<file path="src/rtl/systolic_fir_feeder.sv">
// Stream controller for the 3-slice systolic FIR array: bubble-spaced issue,
// tagged result capture into an output FIFO, and drain-before-reload of weights.
module systolic_fir_feeder #(
   parameter int WIDTH     = 8,
   parameter int ARRAY_LAT = 3,
   parameter int OUT_DEPTH = 4
) (
   input  logic             clk,
   input  logic             reset_n,
   input  logic             s_valid,
   output logic             s_ready,
   input  logic [WIDTH-1:0] s_data,
   input  logic             cfg_valid,
   output logic             cfg_ready,
   input  logic [WIDTH-1:0] cfg_w3,
   input  logic [WIDTH-1:0] cfg_w2,
   input  logic [WIDTH-1:0] cfg_w1,
   input  logic [WIDTH-1:0] cfg_bias,
   output logic [WIDTH-1:0] x_to_array,
   output logic [WIDTH-1:0] y_bias_to_array,
   output logic [WIDTH-1:0] w3_to_array,
   output logic [WIDTH-1:0] w2_to_array,
   output logic [WIDTH-1:0] w1_to_array,
   input  logic [WIDTH-1:0] results_from_array,
   output logic             m_valid,
   input  logic             m_ready,
   output logic [WIDTH-1:0] m_data,
   output logic             overflow_err
);

   localparam int AW = $clog2(OUT_DEPTH);
   localparam int CW = AW + 1;
   localparam int IW = $clog2(ARRAY_LAT + 1);
   localparam int SW = $clog2(OUT_DEPTH + ARRAY_LAT + 1);

   typedef enum logic [1:0] {
      RUN,
      DRAIN,
      LOAD
   } state_t;

   state_t               state;
   logic                 phase;
   logic [ARRAY_LAT-1:0] tag;
   logic [IW-1:0]        inflight;
   logic [WIDTH-1:0]     mem [OUT_DEPTH];
   logic [AW-1:0]        wr_ptr;
   logic [AW-1:0]        rd_ptr;
   logic [CW-1:0]        count;
   logic                 issue;
   logic                 push;
   logic                 push_ok;
   logic                 pop;
   logic                 full;
   logic                 empty;

   always_comb begin
      inflight = '0;
      for (int i = 0; i < ARRAY_LAT; i++)
         inflight = inflight + IW'(tag[i]);
   end

   assign empty = (count == '0);
   assign full  = (count == CW'(OUT_DEPTH));

   // Credit counts queued plus in-flight results so a capture never finds the FIFO full.
   assign s_ready = reset_n && (state == RUN) && !phase &&
                    (SW'(count) + SW'(inflight) < SW'(OUT_DEPTH));

   assign issue   = s_valid && s_ready;
   assign push    = tag[ARRAY_LAT-1];
   assign pop     = m_ready && !empty;
   assign push_ok = push && (!full || pop);
   assign m_valid = !empty;
   assign m_data  = mem[rd_ptr];

   always_ff @(posedge clk or negedge reset_n) begin
      if (!reset_n) begin
         phase      <= 1'b0;
         tag        <= '0;
         x_to_array <= '0;
      end else begin
         phase      <= ~phase;
         tag        <= {tag[ARRAY_LAT-2:0], issue};
         x_to_array <= issue ? s_data : '0;
      end
   end

   always_ff @(posedge clk or negedge reset_n) begin
      if (!reset_n) begin
         for (int i = 0; i < OUT_DEPTH; i++)
            mem[i] <= '0;
         wr_ptr       <= '0;
         rd_ptr       <= '0;
         count        <= '0;
         overflow_err <= 1'b0;
      end else begin
         if (push_ok) begin
            mem[wr_ptr] <= results_from_array;
            wr_ptr      <= wr_ptr + 1'b1;
         end
         if (pop)
            rd_ptr <= rd_ptr + 1'b1;
         if (push && !push_ok)
            overflow_err <= 1'b1;
         count <= count + CW'(push_ok) - CW'(pop);
      end
   end

   always_ff @(posedge clk or negedge reset_n) begin
      if (!reset_n) begin
         state           <= RUN;
         cfg_ready       <= 1'b0;
         w3_to_array     <= '0;
         w2_to_array     <= '0;
         w1_to_array     <= '0;
         y_bias_to_array <= '0;
      end else begin
         cfg_ready <= 1'b0;
         unique case (1'b1)
            (state == RUN): begin
               if (cfg_valid)
                  state <= DRAIN;
            end
            (state == DRAIN): begin
               if (!cfg_valid) begin
                  state <= RUN;
               end else if (inflight == '0) begin
                  state     <= LOAD;
                  cfg_ready <= 1'b1;
               end
            end
            (state == LOAD): begin
               w3_to_array     <= cfg_w3;
               w2_to_array     <= cfg_w2;
               w1_to_array     <= cfg_w1;
               y_bias_to_array <= cfg_bias;
               state           <= RUN;
            end
            default: state <= RUN;
         endcase
      end
   end

endmodule

</file>
<file path="config.mk">
export PLATFORM = sky130hd
export DESIGN_NAME = systolic_fir_feeder
export DESIGN_NICKNAME = d
export VERILOG_FILES = /design/src/rtl/systolic_fir_feeder.sv
export SDC_FILE = /design/constraint.sdc
export NUM_CORES = 1
export LEC_CHECK = 0
export ABC_CLOCK_PERIOD_IN_PS = 2500
export CORE_MARGIN = 4
export CORE_UTILIZATION = 49
export CTS_BUF_LIST = sky130_fd_sc_hd__clkbuf_8
export CTS_CLUSTER_SIZE = 28
export DETAILED_ROUTE_END_ITERATION = 8
export GPL_TIMING_DRIVEN = 0
export PLACE_DENSITY = 0.83
export REMOVE_ABC_BUFFERS = 1
export SLEW_MARGIN = 20
export SYNTH_ARGS = -nofsm -noshare
export SYNTH_HDL_FRONTEND = slang
export SYNTH_SLANG_ARGS = --single-unit
</file>
<file path="constraint.sdc">
create_clock -name clk -period 2.5 [get_ports clk]
set_clock_uncertainty 0.1 [all_clocks]
set_input_delay 0.25 -clock clk [delete_from_list [all_inputs] [get_ports clk]]
set_output_delay 0.25 -clock clk [all_outputs]
set_load 0.05 [all_outputs]
</file>
==> results.sh, run 1 <==
export IMPL_yosysSeqAreaShare_pct=61.4
export IMPL_whs_ns=0.308
export IMPL_worstMarginPinSlew_ns=0.550
export IMPL_worstPathArrival_ns=2.04
export IMPL_power_density_nw_per_um2=1380
export IMPL_n_antenna_cell=0
export IMPL_grt_start_max_net_pins=55
export IMPL_vias=2248
export IMPL_placed_area_sq_um=4730
export IMPL_die_x_microns=93.1
export IMPL_yosysWarnings=0
export IMPL_power_switching_w=0.00297
export IMPL_period_share_pct=95.7
export IMPL_syn_area_per_cell_sq_um=15.9
export IMPL_dr_pass1_iters=4
export IMPL_maxSlewHeadroom_pct=63.2
export IMPL_synth_edf_count=0
export IMPL_ys_ff_latch=87
export IMPL_clock_latency_ns=0.34
export IMPL_syn_area_sq_um=3540
export IMPL_fin_tns_setup_ns=0
export IMPL_place_gp_congestion=0.696
export IMPL_htree_levels=3
export IMPL_synthFlopType="dfrtp_1"
export IMPL_clock_fmax_mhz=418
export IMPL_slew_violations=0
export IMPL_max_cap_viol_count=0
export IMPL_drive_gt1_share_pct=31.9
export IMPL_yosysTopAreaCell="dfrtp_1"
export IMPL_cp_max_fo=7
export IMPL_place_ws_ns=-0.585
export IMPL_status="finished clean"
export IMPL_io_buffers=104
export IMPL_synth_cells=223
export IMPL_coreArea_sq_um=6910
export IMPL_p_clk_share_pct=14.7
export IMPL_viasPerCell=5.13
export IMPL_grt_util_all_layers_pct=19.0
export IMPL_boundaryPins=105
export IMPL_comb_power_share_pct=50.6
export IMPL_leakagePower_nw=2.12
export IMPL_cts_buffer_depth=2
export IMPL_synthTopCellsByArea="dfrtp_1 (61%), mux2_2 (20%), mux4_2 (5.1%), ha_1 (2.5%), nor3b_1 (1.5%)"
export IMPL_grt_overflow=0
export IMPL_fin_crit_ns=2.39
export IMPL_final_cell_mix="clkdlybuf4s50_1 (94), dfrtp_1 (85), mux2_2 (63), clkbuf_8 (9)"
export IMPL_num_rows=30
export IMPL_drcViolationCount=0
export IMPL_path_class="reg2out"
export IMPL_cts_root_buf="clkbuf_8"
export IMPL_die_h_microns=93.1
export IMPL_start_util_pct=51.3
export IMPL_drt_iter0_drc=44
export IMPL_setup_slack_ns=0.107
export IMPL_internal_power_w=0.00393
export IMPL_clk_pin_slew_ns=0.08
export IMPL_ant_nets=0
export IMPL_yosys_cell_types_count=27
export IMPL_hold_viol=0
export IMPL_hpwl_microns=5600
export IMPL_switching_share_pct=43.0
export IMPL_areaGrowthSynthToFinish_pct=41.2
export IMPL_hold_class="in2async"
export IMPL_power_frac_seq_pct=34.6
export IMPL_async_reset_ff_share_pct=100
export IMPL_cts_sinks=87
export IMPL_fin_area_sq_um=5000
export IMPL_start_kind="flop"
export IMPL_worst_ir_drop_vdd_mv=0.868
export IMPL_setup_viol=0
export IMPL_nets=401
export IMPL_routedWlPerCell_microns=17.6
export IMPL_final_common_cell="clkdlybuf4s50_1"
export IMPL_antenna_found_initial=0
export IMPL_yosysTopAreaCellShare_pct=61.4
export IMPL_cts_tree="done"
export IMPL_critPathRequiredTime_ns=2.15
export IMPL_grt_pass1_vias=2512
export IMPL_cts_buffers=9
export IMPL_rsz0062_at_grt="no"
export IMPL_crit_path_end_kind="output pin"
export IMPL_grt_pass1_wl_microns=12500
export IMPL_die_area_sq_um=8660
export IMPL_wl_microns=7720
## critical path: stages (launching register included)
cell and delay [ns]:
dfrtp_2 0.46, fa_2 0.38, ha_4 0.29, a31oi_4 0.08
xnor2_2 0.18, nor2_1 0.13, buf_6 0.17
## Yosys cell counts, drive strengths merged (4+ instances only)
cell type and count:
nor2 10, dfrtp 87, xnor2 4, mux2 65, inv 6, nor3b 7
buf 5, mux4 8, nand2 7, ha 7
## cell type report
type,instances,area (sq um)
clock inverter,5,75.1
fill,475,1900
timing repair buffer,111,1120
inverter,6,22.5
multi-input combinational,124,1360
sequential,87,2180
tap,96,120
clock buffer,9,124
## routing by layer
layer | track usage (%) | share of wire (%)
met1 | 22.3 | 39
met2 | 32.8 | 53
met3 | 5.71 | 6.1
met5 | 0 | 0
met4 | 6.96 | 1.8
## power groups by stage
stage               registers, W  logic, W  clock network, W
finish                   0.00239   0.00349           0.00102
global route             0.00247   0.00367           0.00110
CTS                      0.00240   0.00352           0.00104
detailed placement       0.00241   0.00355                 0
global placement         0.00236   0.00346                 0
floorplan                0.00332   0.00140                 0
## sequential cells by signal, summed over array words and instances (netlist names)
register / cells
w2_to_array: 8
rd_ptr: 2
w3_to_array: 8
state: 2
wr_ptr: 2
tag: 3
mem: 32
x_to_array: 8
overflow_err: 1
y_bias_to_array: 8
phase: 1
w1_to_array: 8
cfg_ready: 1
count: 3
## repair_timing
item,in CTS,in global routing
hold buffers,1,0
cloned,0,0
endpoints found under the setup margin,9,2
pin swaps,1,2
setup buffers,1,3
resized for setup,21,1
endpoints found under the hold margin,33,0
## metrics by stage
| stage | instances | utilization (%) | total power, W |
|---|---|---|---|
| 6_report | 438 | 72.4 | 0.00690 |
| 3_5_place_dp | 419 | 68.5 | 0.00596 |
| 5_1_grt | 438 | 72.4 | 0.00724 |
| 2_1_floorplan | 217 | - | 0.00471 |
| 4_1_cts | 435 | 72.1 | 0.00695 |
| 3_3_place_gp | 417 | 67.7 | 0.00582 |
## final timing paths
kind	end	cells after the start	slack, ns	startpoint
worst max register to register	count[2]	8	0.13	count[2]
worst min-delay path	mem[19]	2	0.31	reset_n
min in group clk	phase	1	0.32	phase
max in group asynchronous	w2_to_array[2]	3	1.38	reset_n
worst min register to register	phase	1	0.32	phase
worst max-delay path	s_ready	6	0.11	tag[2]
## logic make-up after synthesis
family / Yosys count / share of synthesized area, %
AOI/OAI and AO/OA: 4 / 0.847
xor gates and xnor gates: 6 / 1.48
adders and majority gates: 9 / 3.60
buffers and inverters: 12 / 1.41
DFF: 87 / 61.4
muxes: 73 / 25.7
and+or+nand+nor: 32 / 5.51
Power figures use the tool's default switching activity.
==> run 2: changes to the inputs <==
SKIP_LAST_GASP = 1   (was default)
==> run 2 against run 1 <==
Effect of this change:
- power up 0.14%
- largest power group unchanged
- via count is 0.18% higher
- combinational power about the same
- sequential cell count unchanged
- setup slack lost 0.028 ns
- fmax is 1.2% lower
==> results.sh, run 2 (same netlist as run 1, synthesis figures left out) <==
export IMPL_status="finished clean"
export IMPL_finalPower_w=0.00691
export IMPL_grt_start_max_net_pins=55
export IMPL_ant_nets=0
export IMPL_power_switching_w=0.00298
export IMPL_met1_usage_pct=22.3
export IMPL_whs_ns=0.309
export IMPL_grtUsageMet3_pct=5.71
export IMPL_drcViolationCount=0
export IMPL_cts_sinks=87
export IMPL_wl_microns=7730
export IMPL_place_gp_congestion=0.696
export IMPL_final_cell_mix="clkdlybuf4s50_1 (94), dfrtp_1 (85), mux2_2 (63), clkbuf_8 (9)"
export IMPL_die_area_sq_um=8660
export IMPL_rsz0062_at_grt="yes"
export IMPL_maxSlewHeadroom_pct=63.7
export IMPL_fin_crit_ns=2.42
export IMPL_switching_share_pct=43.1
export IMPL_clock_fmax_mhz=413
export IMPL_period_share_pct=96.9
export IMPL_cp_max_fo=2
export IMPL_antenna_found_initial=0
export IMPL_critPathRequiredTime_ns=2.15
export IMPL_clock_latency_ns=0.34
export IMPL_regToRegSetupSlack_ns=0.11
export IMPL_crit_path_end_kind="output pin"
export IMPL_path_class="reg2out"
export IMPL_viasPerCell=5.13
export IMPL_slew_violations=0
export IMPL_worst_path_buf_inv=1
export IMPL_clk_pin_slew_ns=0.08
export IMPL_worstPathArrival_ns=2.07
export IMPL_path_cells="fa_2, ha_4, a31oi_4, xnor2_2, nor2_1, buf_6"
export IMPL_comb_power_share_pct=50.7
export IMPL_setup_slack_ns=0.0783
export IMPL_routedWlPerCell_microns=17.6
export IMPL_die_h_microns=93.1
export IMPL_grt_pass1_vias=2501
export IMPL_cts_root_buf="clkbuf_8"
export IMPL_internal_power_w=0.00393
export IMPL_p_clk_share_pct=14.7
export IMPL_power_density_nw_per_um2=1380
export IMPL_worst_ir_drop_vdd_mv=0.869
export IMPL_io_buffers=104
export IMPL_fin_area_sq_um=5010
export IMPL_dr_pass1_iters=4
export IMPL_drt_iter0_drc=53
export IMPL_vias=2252
export IMPL_hold_viol=0
export IMPL_gr_usage_met2_pct=32.5
export IMPL_max_cap_viol_count=0
export IMPL_cpPeakStageDelay_ns=0.43
export IMPL_setup_viol=0
export IMPL_worstMarginPinSlew_ns=0.543
export IMPL_grt_busiest_layer="met2"
export IMPL_placed_area_sq_um=4730
export IMPL_cts_tree="done"
export IMPL_fin_tns_setup_ns=0
export IMPL_leakagePower_nw=2.12
export IMPL_largest_reg_flops=32
export IMPL_drive_gt1_share_pct=32.1
export IMPL_n_antenna_cell=0
export IMPL_power_frac_seq_pct=34.5
export IMPL_coreArea_sq_um=6910
export IMPL_boundaryPins=105
export IMPL_grt_pass1_wl_microns=12400
export IMPL_htree_levels=3
export IMPL_place_ws_ns=-0.585
export IMPL_start_kind="flop"
export IMPL_grt_overflow=0
export IMPL_cts_buffer_depth=2
export IMPL_die_x_microns=93.1
export IMPL_nets=402
export IMPL_crit_family="adder cells"
export IMPL_areaGrowthSynthToFinish_pct=41.4
export IMPL_final_common_cell="clkdlybuf4s50_1"
export IMPL_hold_class="in2async"
export IMPL_top_register="mem"
export IMPL_cts_buffers=9
export IMPL_hpwl_microns=5600
export IMPL_grt_util_all_layers_pct=18.9
export IMPL_start_util_pct=51.3
export IMPL_num_rows=30
export IMPL_critical_path_slowest_cell="fa_2"
-- run 2: metal layers --
layer / vias to the layer above / share of wire [%]
met1: 1162 / 39
met3: 13 / 6.0
li1: 1016 / -
met5: - / 0
met4: 0 / 1.8
met2: 61 / 53
-- run 2: stage by stage --
| stage | instances | util [%] |
|---|---|---|
| 2_1_floorplan | 217 | - |
| 4_1_cts | 435 | 71.7 |
| 5_1_grt | 439 | 72.6 |
| 6_report | 439 | 72.6 |
| 3_5_place_dp | 419 | 68.5 |
| 3_3_place_gp | 417 | 67.7 |
-- run 2: final cells by class --
type | count | area, sq um
Clock inverter | 5 | 75.1
Clock buffer | 9 | 124
Multi-Input combinational cell | 124 | 1360
Tap cell | 96 | 120
Timing Repair Buffer | 112 | 1130
Sequential cell | 87 | 2180
Fill cell | 472 | 1900
Inverter | 6 | 22.5
-- run 2: final timing paths --
kind                          start        endpoint  cells after the start
hold / removal              reset_n         mem[19]                      2
setup reg to reg           count[2]        count[2]                      8
setup / recovery             tag[0]         s_ready                      6
max in group asynchronous   reset_n  w2_to_array[2]                      3
min in group clk              phase           phase                      1
hold reg to reg               phase           phase                      1
-- run 2: power by group through the flow --
stage          clock network [W]  registers (W)  logic (W)
6_report                 0.00102        0.00239    0.00350
5_1_grt                  0.00110        0.00247    0.00367
4_1_cts                  0.00104        0.00239    0.00350
3_5_place_dp                   0        0.00241    0.00355
3_3_place_gp                   0        0.00236    0.00346
2_1_floorplan                  0        0.00332    0.00140
-- run 2: repair_timing --
item	CTS	global route
setup buffers	1	4
gates resized for setup	17	5
endpoints found under the setup margin	9	2
endpoints found under the hold margin	33	0
pin swaps	1	2
hold buffers	1	0
==> run 3: changes to the inputs <==
CTS_CLUSTER_DIAMETER = 150   (was default)
==> results of run 3 <==
Final layout, timing and power as in run 2 (identical DEF).
